## config.mk

```make
export PLATFORM = sky130hd
export DESIGN_NAME = gf2m8_vec_mul
export DESIGN_NICKNAME = d
export VERILOG_FILES = /design/src/rtl/gf_pkg.sv /design/src/rtl/gf2m8_mul_core.sv /design/src/rtl/gf2m8_vec_mul.sv
export SDC_FILE = /design/constraint.sdc
export NUM_CORES = 1
export LEC_CHECK = 0
export BUFFER_PORTS_ARGS = -buffer_cell sky130_fd_sc_hd__buf_2
export CAP_MARGIN = 5
export CORE_UTILIZATION = 38
export DETAILED_ROUTE_END_ITERATION = 6
export PLACE_DENSITY_LB_ADDON = 0.05
export SETUP_SLACK_MARGIN = 0.15
export SYNTH_ARGS = -nofsm -noshare
export SYNTH_HDL_FRONTEND = slang
export SYNTH_SLANG_ARGS = --single-unit
```

## constraint.sdc

```tcl
create_clock -name clk -period 6.76 [get_ports clk]
set_input_delay 1.69 -clock clk [delete_from_list [all_inputs] [get_ports clk]]
set_output_delay 1.69 -clock clk [all_outputs]
set_load 0.03 [all_outputs]
```

## src/rtl/gf_pkg.sv

```systemverilog
// Shared GF(2^8) definitions for the Reed-Solomon datapath: field polynomial,
// element type and a reference multiply used by models.
package gf_pkg;

  localparam logic [8:0] GF_POLY = 9'h11D;

  typedef logic [7:0] gf_byte_t;

  function automatic gf_byte_t gf_mul(input gf_byte_t a, input gf_byte_t b);
    gf_byte_t acc;
    gf_byte_t sh;
    acc = '0;
    sh  = a;
    for (int i = 0; i < 8; i++) begin
      if (b[i]) acc = acc ^ sh;
      sh = {sh[6:0], 1'b0} ^ (sh[7] ? GF_POLY[7:0] : 8'h00);
    end
    return acc;
  endfunction

endpackage

```

## src/rtl/gf2m8_mul_core.sv

```systemverilog
// Single 8x8 GF(2^8) multiplier, p = a (*) b mod POLY.
// Latency: combinational. Backpressure: none, pure function of a and b.
// Reduction is folded into each alpha step so no 15-bit intermediate exists.
module gf2m8_mul_core
  import gf_pkg::*;
#(
  parameter logic [8:0] POLY = GF_POLY
) (
  input  logic [7:0] a,
  input  logic [7:0] b,
  output logic [7:0] p
);

  gf_byte_t acc;
  gf_byte_t sh;

  always_comb begin
    acc = '0;
    sh  = a;
    for (int i = 0; i < 8; i++) begin
      if (b[i]) acc = acc ^ sh;
      // multiply by alpha: shift, fold the x^8 term back via the low poly bits
      sh = {sh[6:0], 1'b0} ^ (sh[7] ? POLY[7:0] : 8'h00);
    end
    p = acc;
  end

endmodule

```

## src/rtl/gf2m8_vec_mul.sv

```systemverilog
// Scalar-by-vector GF(2^8) multiply: every lane of y scaled by x.
// Latency: 1 cycle (REG_OUT=1) or 0 (REG_OUT=0). Backpressure: none; ena low holds z.
// z_vld marks a freshly captured result and is never sticky.
module gf2m8_vec_mul
  import gf_pkg::*;
#(
  parameter int         LANES   = 6,
  parameter logic [8:0] POLY    = GF_POLY,
  parameter bit         REG_OUT = 1'b1
) (
  input  logic               clk,
  input  logic               rst,
  input  logic               ena,
  input  logic [7:0]         x,
  input  logic [LANES*8-1:0] y,
  output logic [LANES*8-1:0] z,
  output logic               z_vld
);

  logic [LANES*8-1:0] prod;

  for (genvar i = 0; i < LANES; i++) begin : g_lane
    gf2m8_mul_core #(.POLY(POLY)) u_mul (
      .a (x),
      .b (y[i*8 +: 8]),
      .p (prod[i*8 +: 8])
    );
  end

  if (REG_OUT) begin : g_reg
    // enable-gated register stands in for a clock-gating cell
    always_ff @(posedge clk) begin
      if (rst) begin
        z     <= '0;
        z_vld <= 1'b0;
      end else begin
        z_vld <= ena;
        if (ena) z <= prod;
      end
    end
  end else begin : g_comb
    logic unused_clk_rst;
    assign unused_clk_rst = clk ^ rst;
    assign z              = prod;
    assign z_vld          = ena;
  end

endmodule

```

Word-level counts from Yosys, hierarchy flattened
Index checks and enable logic that the tools add are counted.
- output and inout bits: 49
- logic and storage cells: 106
- register bits after elaboration: 49
- muxes and demuxes: 55
- bitwise gates (word level): 49
- operator list (cell ; count):
    8-bit two-way mux ; 48
    8-bit XOR ; 48
    5-bit two-way mux ; 7
    8-bit by 5-bit XOR with 8-bit output ; 1

Logic depth before layout (Yosys ltp)
Gate-level depths: netlist (run 1).
- depth in word-level cells: 16
- depth in mapped cells: 10
- depth with buffers taken out: 7

Cells and area by module
A second synthesis (run 1) with hierarchy kept.
- cell total of the unflattened synthesis: 1187
- area, all modules: 9037.4 um2
- by module, submodules not included (module ; area an instance (um2) ; cells an instance ; times used ; sequential area each (um2)):
    gf2m8_mul_core (g_lane[1].u_mul ...) ; 1224.9 ; 173 ; 5 ; 0.0
    gf2m8_vec_mul ; 1737.9 ; 157 ; 1 ; 980.9
    gf2m8_mul_core (g_lane[0].u_mul) ; 1174.9 ; 165 ; 1 ; 0.0

Worst setup path before layout (run 1)
No wires, ideal clock.
- kind: input -> register
- start: input port x[3]
- end: register z[43]
- stages: 9
- data arrival time: 3.374 ns
- path buffers: 2
- setup slack: 3.301 ns
- cells stage by stage: clkbuf_2 -> buf_2 -> xnor2_1 -> xnor2_1 -> nand2_1 -> xnor2_1 -> xnor2_1 -> xnor2_1 -> a211oi_1
- cells in the longest elaborated chain, start to end: 15
- elaborated cells on any way between the ends: 22
- RTL lines (item ; RTL line ; RTL):
    start, declared ; gf2m8_vec_mul.sv:14 ; input logic [7:0] x,
    8-bit two-way mux ; gf2m8_mul_core.sv:21 ; if (b[i]) acc = acc ^ sh;
    8-bit XOR ; gf2m8_mul_core.sv:21 ;
    8-bit two-way mux ; gf2m8_mul_core.sv:21 ;
    8-bit XOR ; gf2m8_mul_core.sv:21 ;
    8-bit two-way mux ; gf2m8_mul_core.sv:21 ;
    8-bit XOR ; gf2m8_mul_core.sv:21 ;
    8-bit two-way mux ; gf2m8_mul_core.sv:21 ;
    8-bit XOR ; gf2m8_mul_core.sv:21 ;
    8-bit two-way mux ; gf2m8_mul_core.sv:21 ;
    8-bit XOR ; gf2m8_mul_core.sv:21 ;
    8-bit two-way mux ; gf2m8_mul_core.sv:21 ;
    8-bit XOR ; gf2m8_mul_core.sv:21 ;
    8-bit two-way mux * ; gf2m8_mul_core.sv:21 ;
    8-bit XOR ; gf2m8_mul_core.sv:21 ;
    8-bit two-way mux * ; gf2m8_mul_core.sv:21 ;
    end signal, assigned ; gf2m8_vec_mul.sv:38 ; if (ena) z <= prod;
    end, declared ; gf2m8_vec_mul.sv:16 ; output logic [LANES*8-1:0] z,
Every way passes the cells marked *; elsewhere a longest branch is shown, timed or not.
A chain may end at the register's enable or synchronous reset.

Final worst setup path (run 1)
- start: input port x[6]
- end: register z[20]
- cells in the longest elaborated chain, start to end: 15
- elaborated cells on any way between the ends: 22
- RTL lines (item ; RTL line ; RTL):
    8-bit XOR * ; gf2m8_mul_core.sv:23 ; sh = {sh[6:0], 1'b0} ^ (sh[7] ? POLY[7:0] : 8'h00);
    5-bit two-way mux * ; gf2m8_mul_core.sv:23 ;
    8-bit XOR * ; gf2m8_mul_core.sv:23 ;
    8-bit XOR ; gf2m8_mul_core.sv:21 ;
    8-bit two-way mux ; gf2m8_mul_core.sv:21 ;
    8-bit XOR ; gf2m8_mul_core.sv:21 ;
    8-bit two-way mux ; gf2m8_mul_core.sv:21 ;
    8-bit XOR ; gf2m8_mul_core.sv:21 ;
    8-bit two-way mux ; gf2m8_mul_core.sv:21 ;
    8-bit XOR ; gf2m8_mul_core.sv:21 ;
    8-bit two-way mux ; gf2m8_mul_core.sv:21 ;
    8-bit XOR ; gf2m8_mul_core.sv:21 ;
    8-bit two-way mux ; gf2m8_mul_core.sv:21 ;
    8-bit XOR ; gf2m8_mul_core.sv:21 ;
    8-bit two-way mux * ; gf2m8_mul_core.sv:21 ;
Marks and branches as above.

==> results of run 1 <==
-- flip-flops by register name (all words and copies together), names as in the netlist --
name,count
z_vld,1
z,48
-- layer usage --
| metal | vias to the layer above | part of all wire (%) | global-route usage, % |
|---|---|---|---|
| li1 | 3345 | - | - |
| met1 | 3044 | 50 | 36.3 |
| met2 | 169 | 44 | 38.0 |
| met3 | 15 | 4.6 | 2.56 |
| met4 | 0 | 0.84 | 4.34 |
| met5 | - | 0 | 0 |
-- cells in the final DEF, fill, tap and decap left out, types with 2 or more instances in the layout --
cell type  count
nand2_1      355
xnor2_1      276
buf_2        107
nor2_1        59
xor2_1        54
dfxtp_1       49
a211oi_1      37
mux2i_1       29
a21oi_1       29
buf_4         12
o21ai_0       10
mux2_2         8
xor2_2         7
nor3b_1        7
nor3_1         5
a21o_1         5
clkbuf_16      5
inv_1          4
o211ai_1       4
a211oi_2       3
xnor3_1        3
a22oi_1        3
xor3_1         2
xnor2_2        2
or2_2          2
a22o_1         2
clkinv_2       2
-- worst min-delay path by stage --
stage	start	endpoint	cells after the start
after floorplan	z[31]	z[31]	2
after global placement	z[0]	z[0]	2
after detailed placement	z[0]	z[0]	2
after CTS	z[0]	z[0]	2
after global routing	z[15]	z[15]	2
final	z[33]	z[33]	2
-- cell usage after synthesis --
library cell and instances:
buf_4 6, or2_2 2, nor2_1 59, nand4b_1 1, mux2_2 8, nor3_1 5
dfxtp_1 49, xor2_1 54, o311ai_0 1, xnor2_1 276, clkbuf_1 72, xnor2_2 2
mux2i_1 29, nor2b_1 1, nand3_1 1, clkbuf_2 1, nor3b_1 7, a211oi_1 37
a22o_1 2, xor2_2 7, o211ai_1 4, xnor3_1 3, o21ai_0 10, a211oi_2 3
a21o_1 5, xor3_1 2, a21oi_1 29, buf_2 13, nand2_1 355, buf_1 11
o221ai_1 1, a22oi_1 3, nand3b_1 1, inv_1 4
-- power groups by stage --
| stage | registers, mW | clock network [mW] | logic [mW] |
|---|---|---|---|
| final | 0.379 | 0.268 | 1.21 |
| after global routing | 0.385 | 0.288 | 1.31 |
| after CTS | 0.380 | 0.278 | 1.22 |
| after detailed placement | 0.386 | 0 | 1.21 |
| after global placement | 0.386 | 0 | 1.21 |
| after floorplan | 0.493 | 0 | 0.845 |
-- final cells by class --
| type | instances | share of cell area (%) |
|---|---|---|
| well taps | 234 | 3.71 |
| clock buffers | 5 | 1.58 |
| multi-input cells | 908 | 74.0 |
| flip-flops and latches | 49 | 12.4 |
| clock inverters | 3 | 0.222 |
| inverters | 4 | 0.190 |
| repair buffers | 119 | 7.92 |
-- logic make-up (layout without fill, tap and decap cells) --
family / Yosys count / count (layout) / synth area share (%)
buffers and inverters: 107 / 131 / 6.08
DFF: 49 / 49 / 13.5
muxes: 37 / 37 / 5.24
xor gates and xnor gates: 344 / 344 / 43.4
AOI/OAI and AO/OA: 95 / 95 / 8.75
and+or+nand+nor: 432 / 432 / 23.0
-- critical path, cell delays in order --
cell and delay, ps:
buf_2 70, buf_4 400, xor2_2 490, xor2_2 610
buf_4 350, nand2_1 90, xnor2_1 200, xnor3_1 360
xnor2_1 140, a22o_1 220
-- per-stage QoR --
| step | power [mW] | utilization (%) |
|---|---|---|
| floorplan | 1.34 | - |
| global placement | 1.59 | 41.5 |
| detailed placement | 1.60 | 41.5 |
| CTS | 1.87 | 42.2 |
| global route | 1.99 | 42.2 |
| finish | 1.85 | 42.2 |
==> run summary, run 1 <==
Register area = 981 um2
Final Wtd Congestion = 0.774
Synthesized area per cell = 6.83 um2
Ratio of cells with drive above 1 in the final layout = 13.7%
Yosys synthesis warning count = 0
Fin crit period = 4440 ps
Maximum vdd drop = 106 uV
Reg-to-reg endpoint = z[41]
Number of I/O pins = 108
Switch Pwr = 0.859 mW
Final Hold Vio Count = 0
R2R depth = 2
Clock skew = 0 ps
FF-to-FF Start = z[41]
HP Class = reg -> reg
Mapped Area = 7260 um2
Crit path from = x[6]
Worst R2R Setup Slack = 6020 ps
Antenna Cells = 0
Placed cell count = 1,314
NumNets Final = 1,146
Sequential share of the synthesized area = 13.5%
Cell row count = 50
Leakage = 3.24 nW
Pre-Repair DR Iteration Count = 5
Combined area of the multi-input logic cells = 5840 um2
# port buffers = 107
CTS Hold Bufs = 0
Switch share = 46.3%
Initial antenna violation count = 0
#FFs+latches synth = 49
Max-slew headroom = 36.4%
Crit Path Max Fanout = 30
Starting DRT DRC Count = 434
Total core area = 18,700 um2
Worst Path Required = 6970 ps
Hold_ws = 482 ps
Pint = 0.995 mW
Fmax = 225 MHz
Worst-path clk slew = 80 ps
Clock power frac = 14.4%
Setup TNS = 0 ps
Finished Layout Cells = 1,322
Via density = 4.97
Initial Util = 38.8%
Sequential Power Share = 20.4%
Cell Area, Placed = 7750 um2
CP Class = in -> reg
Most area-consuming cells after synthesis = xnor2_1 (33%), nand2_1 (18%), dfxtp_1 (14%), xor2_1 (6.5%), mux2i_1 (4.0%)
Status = finished, final reports clean
TritonCTS buffer count = 5
Routed Antenna Nets = 0
Clk root buf = clkbuf_16
WL final = 23,600 um
Setup bufs post-CTS = 0
Combinational power share = 65.1%
Post-CTS Resized = 0
Total die area = 19,700 um2
CTS max path bufs = 2
Detailed-route via count = 6,573
Fillers = 2,025
Die X = 140 um
DP Worst Slack = 2060 ps
Post-synth top area cell = xnor2_1
Crit share post-route = 65.6%
Gate Count Post-Synth = 1,064
Maxcap violations = 0
Critical Path End Type = register
Worst Max-Slew Pin Slew = 947 ps
Avg WL per Cell = 17.8 um
Total congestion overflow = 0
Setup crit start kind = input pin
Worst skew pair latency = 310 ps
Largest net degree at the start of global routing = 58
Chip Height = 140 um
Distinct cells, synth = 34
Final setup vio count = 0
First-pass GRT wire length = 36,500 um
RSZ-0062 raised after global routing = false
CTS tree = built
Max-slew violations = 0
Post-Syn Nets = 1,123
Power Dens Cells = 235 nW/um2
Critical path arrival = 4640 ps
Clk sinks = 49
Vias in the first global route = 5,937
Final instance area = 7900 um2
HPWL after detailed placement = 15,800 um
Drc violations = 0
H-tree depth = 2
Area share of the largest cell type after synthesis = 33.3%
Area Overhead vs Synth = 8.74%
GRT Overall Usage = 24.4%
Crit path to = z[20]
Setup WS post-layout = 2320 ps
(Power assumes the default switching activity.)
==> run 2: changes to the inputs <==
clock period = 4.7 ns   (was 6.76 ns; I/O delays follow)
==> run 2 against run 1 <==
Effect of this change: largest power group unchanged; sequential power grew 44%; clock skew is the same; clock power grew 71%; cell area grew 1.7%; critical endpoint unchanged; sequential share of layout area shrank 0.21 points.
==> run summary, run 2 (synthesis gave the netlist of run 1 again) <==
Ratio of cells with drive above 1 in the final layout = 14.7% (+1.0 points)
Chip Height = 140 um (unchanged)
DP Worst Slack = 982 ps (-1080 ps)
Top reg by flops = z
Crit share post-route = 73.1%
HPWL after detailed placement = 16,900 um (+7.2%)
CTS tree = built
Avg WL per Cell = 18.2 um (+2.2%)
Worst-path clk slew = 70 ps (about the same)
Maxcap violations = 0 (unchanged)
Critical path arrival = 3640 ps (-1000 ps)
RSZ-0062 raised after global routing = false
Setup bufs post-CTS = 0 (unchanged)
Routed Antenna Nets = 0 (unchanged)
Final setup vio count = 0 (unchanged)
HP Class = reg -> reg
GRT Overall Usage = 25.6% (+1.2 points)
Initial antenna violation count = 0 (unchanged)
Post-CTS Resized = 0 (unchanged)
First-pass GRT wire length = 38,300 um (+4.9%)
Area Overhead vs Synth = 10.6%
CTS max path bufs = 2 (unchanged)
NumNets Final = 1,160 (+1.2%)
Total die area = 19,700 um2 (unchanged)
Maximum vdd drop = 142 uV (+34%)
Clk sinks = 49 (unchanged)
Clk root buf = clkbuf_16
Crit Path Max Fanout = 27 (-10%)
Most common cell after layout, fill and taps aside = nand2_1
Number of I/O pins = 108 (unchanged)
Worst Max-Slew Pin Slew = 938 ps (-9.39 ps)
Fmax = 291 MHz
# port buffers = 107 (unchanged)
CTS Hold Bufs = 0 (unchanged)
Max-slew headroom = 37.0% (+0.63 points)
Initial Util = 38.8% (unchanged)
CP Class = in -> reg
Status = finished, final reports clean
Fin crit period = 3440 ps
Worst skew pair latency = 310 ps (about the same)
Total congestion overflow = 0 (unchanged)
Die X = 140 um (unchanged)
Drc violations = 0 (unchanged)
TritonCTS buffer count = 5 (unchanged)
Cell row count = 50 (unchanged)
Max-slew violations = 0 (unchanged)
Antenna Cells = 0 (unchanged)
Most frequent cells in the layout = nand2_1 (355), xnor2_1 (276), buf_2 (107)
Detailed-route via count = 6,726 (+2.3%)
Setup WS post-layout = 1260 ps (-1060 ps)
Largest net degree at the start of global routing = 50 (-14%)
WL final = 24,300 um (+3.2%)
Pre-Repair DR Iteration Count = 5 (unchanged)
H-tree depth = 2 (unchanged)
Fillers = 2,018 (-0.35%)
Starting DRT DRC Count = 496 (+14%)
Total core area = 18,700 um2 (unchanged)
Final Wtd Congestion = 0.860 (+11%)
Setup TNS = 0 ps (unchanged)
Worst Path Required = 4900 ps (-2070 ps)
Critical Path End Type = register
Final Hold Vio Count = 0 (unchanged)
Max reg flops = 48 (unchanged)
Core Util, Final = 42.9% (+0.72 points)
Via density = 5.03 (+1.3%)
Clock skew = 0 ps (unchanged)
Top Registers = z (48), z_vld (1)
Vias in the first global route = 6,269 (+5.6%)
Leakage = 3.32 nW (+2.5%)
Setup crit start kind = input pin
Power Dens Cells = 344 nW/um2 (+47%)
-- run 2: changes by cell type in the layout (fill, tap and decap cells not counted), sizes merged --
cell and change:
clkbuf +2, clkinv -2, buf +14, bufinv +1
clkinvlp -1
-- run 2: worst paths after layout --
path              slack [ps]   from  endpoint  cells past startpoint
setup / recovery        1260   x[7]     z[20]                     10
hold reg to reg          480  z[33]     z[33]                      2
hold / removal           480  z[33]     z[33]                      2
setup reg to reg        3960  z[18]     z[18]                      2
-- run 2: area by class of cell --
cell class                      instances  area (um2)  area share [%]
Multi-Input combinational cell        908        5840            72.7
Sequential cell                        49         981            12.2
Timing Repair Buffer                  133         731            9.10
Tap cell                              234         293            3.65
Clock buffer                            7         143            1.78
Clock inverter                          1        30.0           0.374
Inverter                                4        15.0           0.187
-- run 2: per-layer routing --
metal / vias to the layer above / GRT usage, % / routed length (um)
met5: - / 0 / 0
met3: 16 / 2.53 / 1180
met2: 197 / 39.5 / 10700
li1: 3389 / - / -
met4: 0 / 4.86 / 219
met1: 3124 / 38.3 / 12300
-- run 2: worst max-delay path: stages --
cell,delay (ps)
buf_2,360
buf_4,300
xor2_2,180
buf_4,380
nand2_1,120
xor2_1,180
xnor2_1,190
xnor3_1,370
xnor2_1,150
a22o_1,220
-- run 2: per-stage QoR --
step	hold slack [ps]	total power, mW	instances	cell area (um2)
floorplan	606	1.92	1064	7260
global placement	474	2.32	1328	7860
detailed placement	475	2.32	1328	7860
CTS	485	2.79	1336	8030
global route	509	2.96	1336	8030
finish	482	2.77	1336	8030
-- run 2: where the power goes --
| part | total, mW | internal, mW | switching (mW) | leakage [nW] |
|---|---|---|---|---|
| Clock | 0.459 | 0.267 | 0.191 | 0.0841 |
| Sequential | 0.547 | 0.498 | 0.0490 | 0.407 |
| Combinational | 1.76 | 0.757 | 1.00 | 2.83 |
| Total | 2.77 | 1.52 | 1.24 | 3.32 |
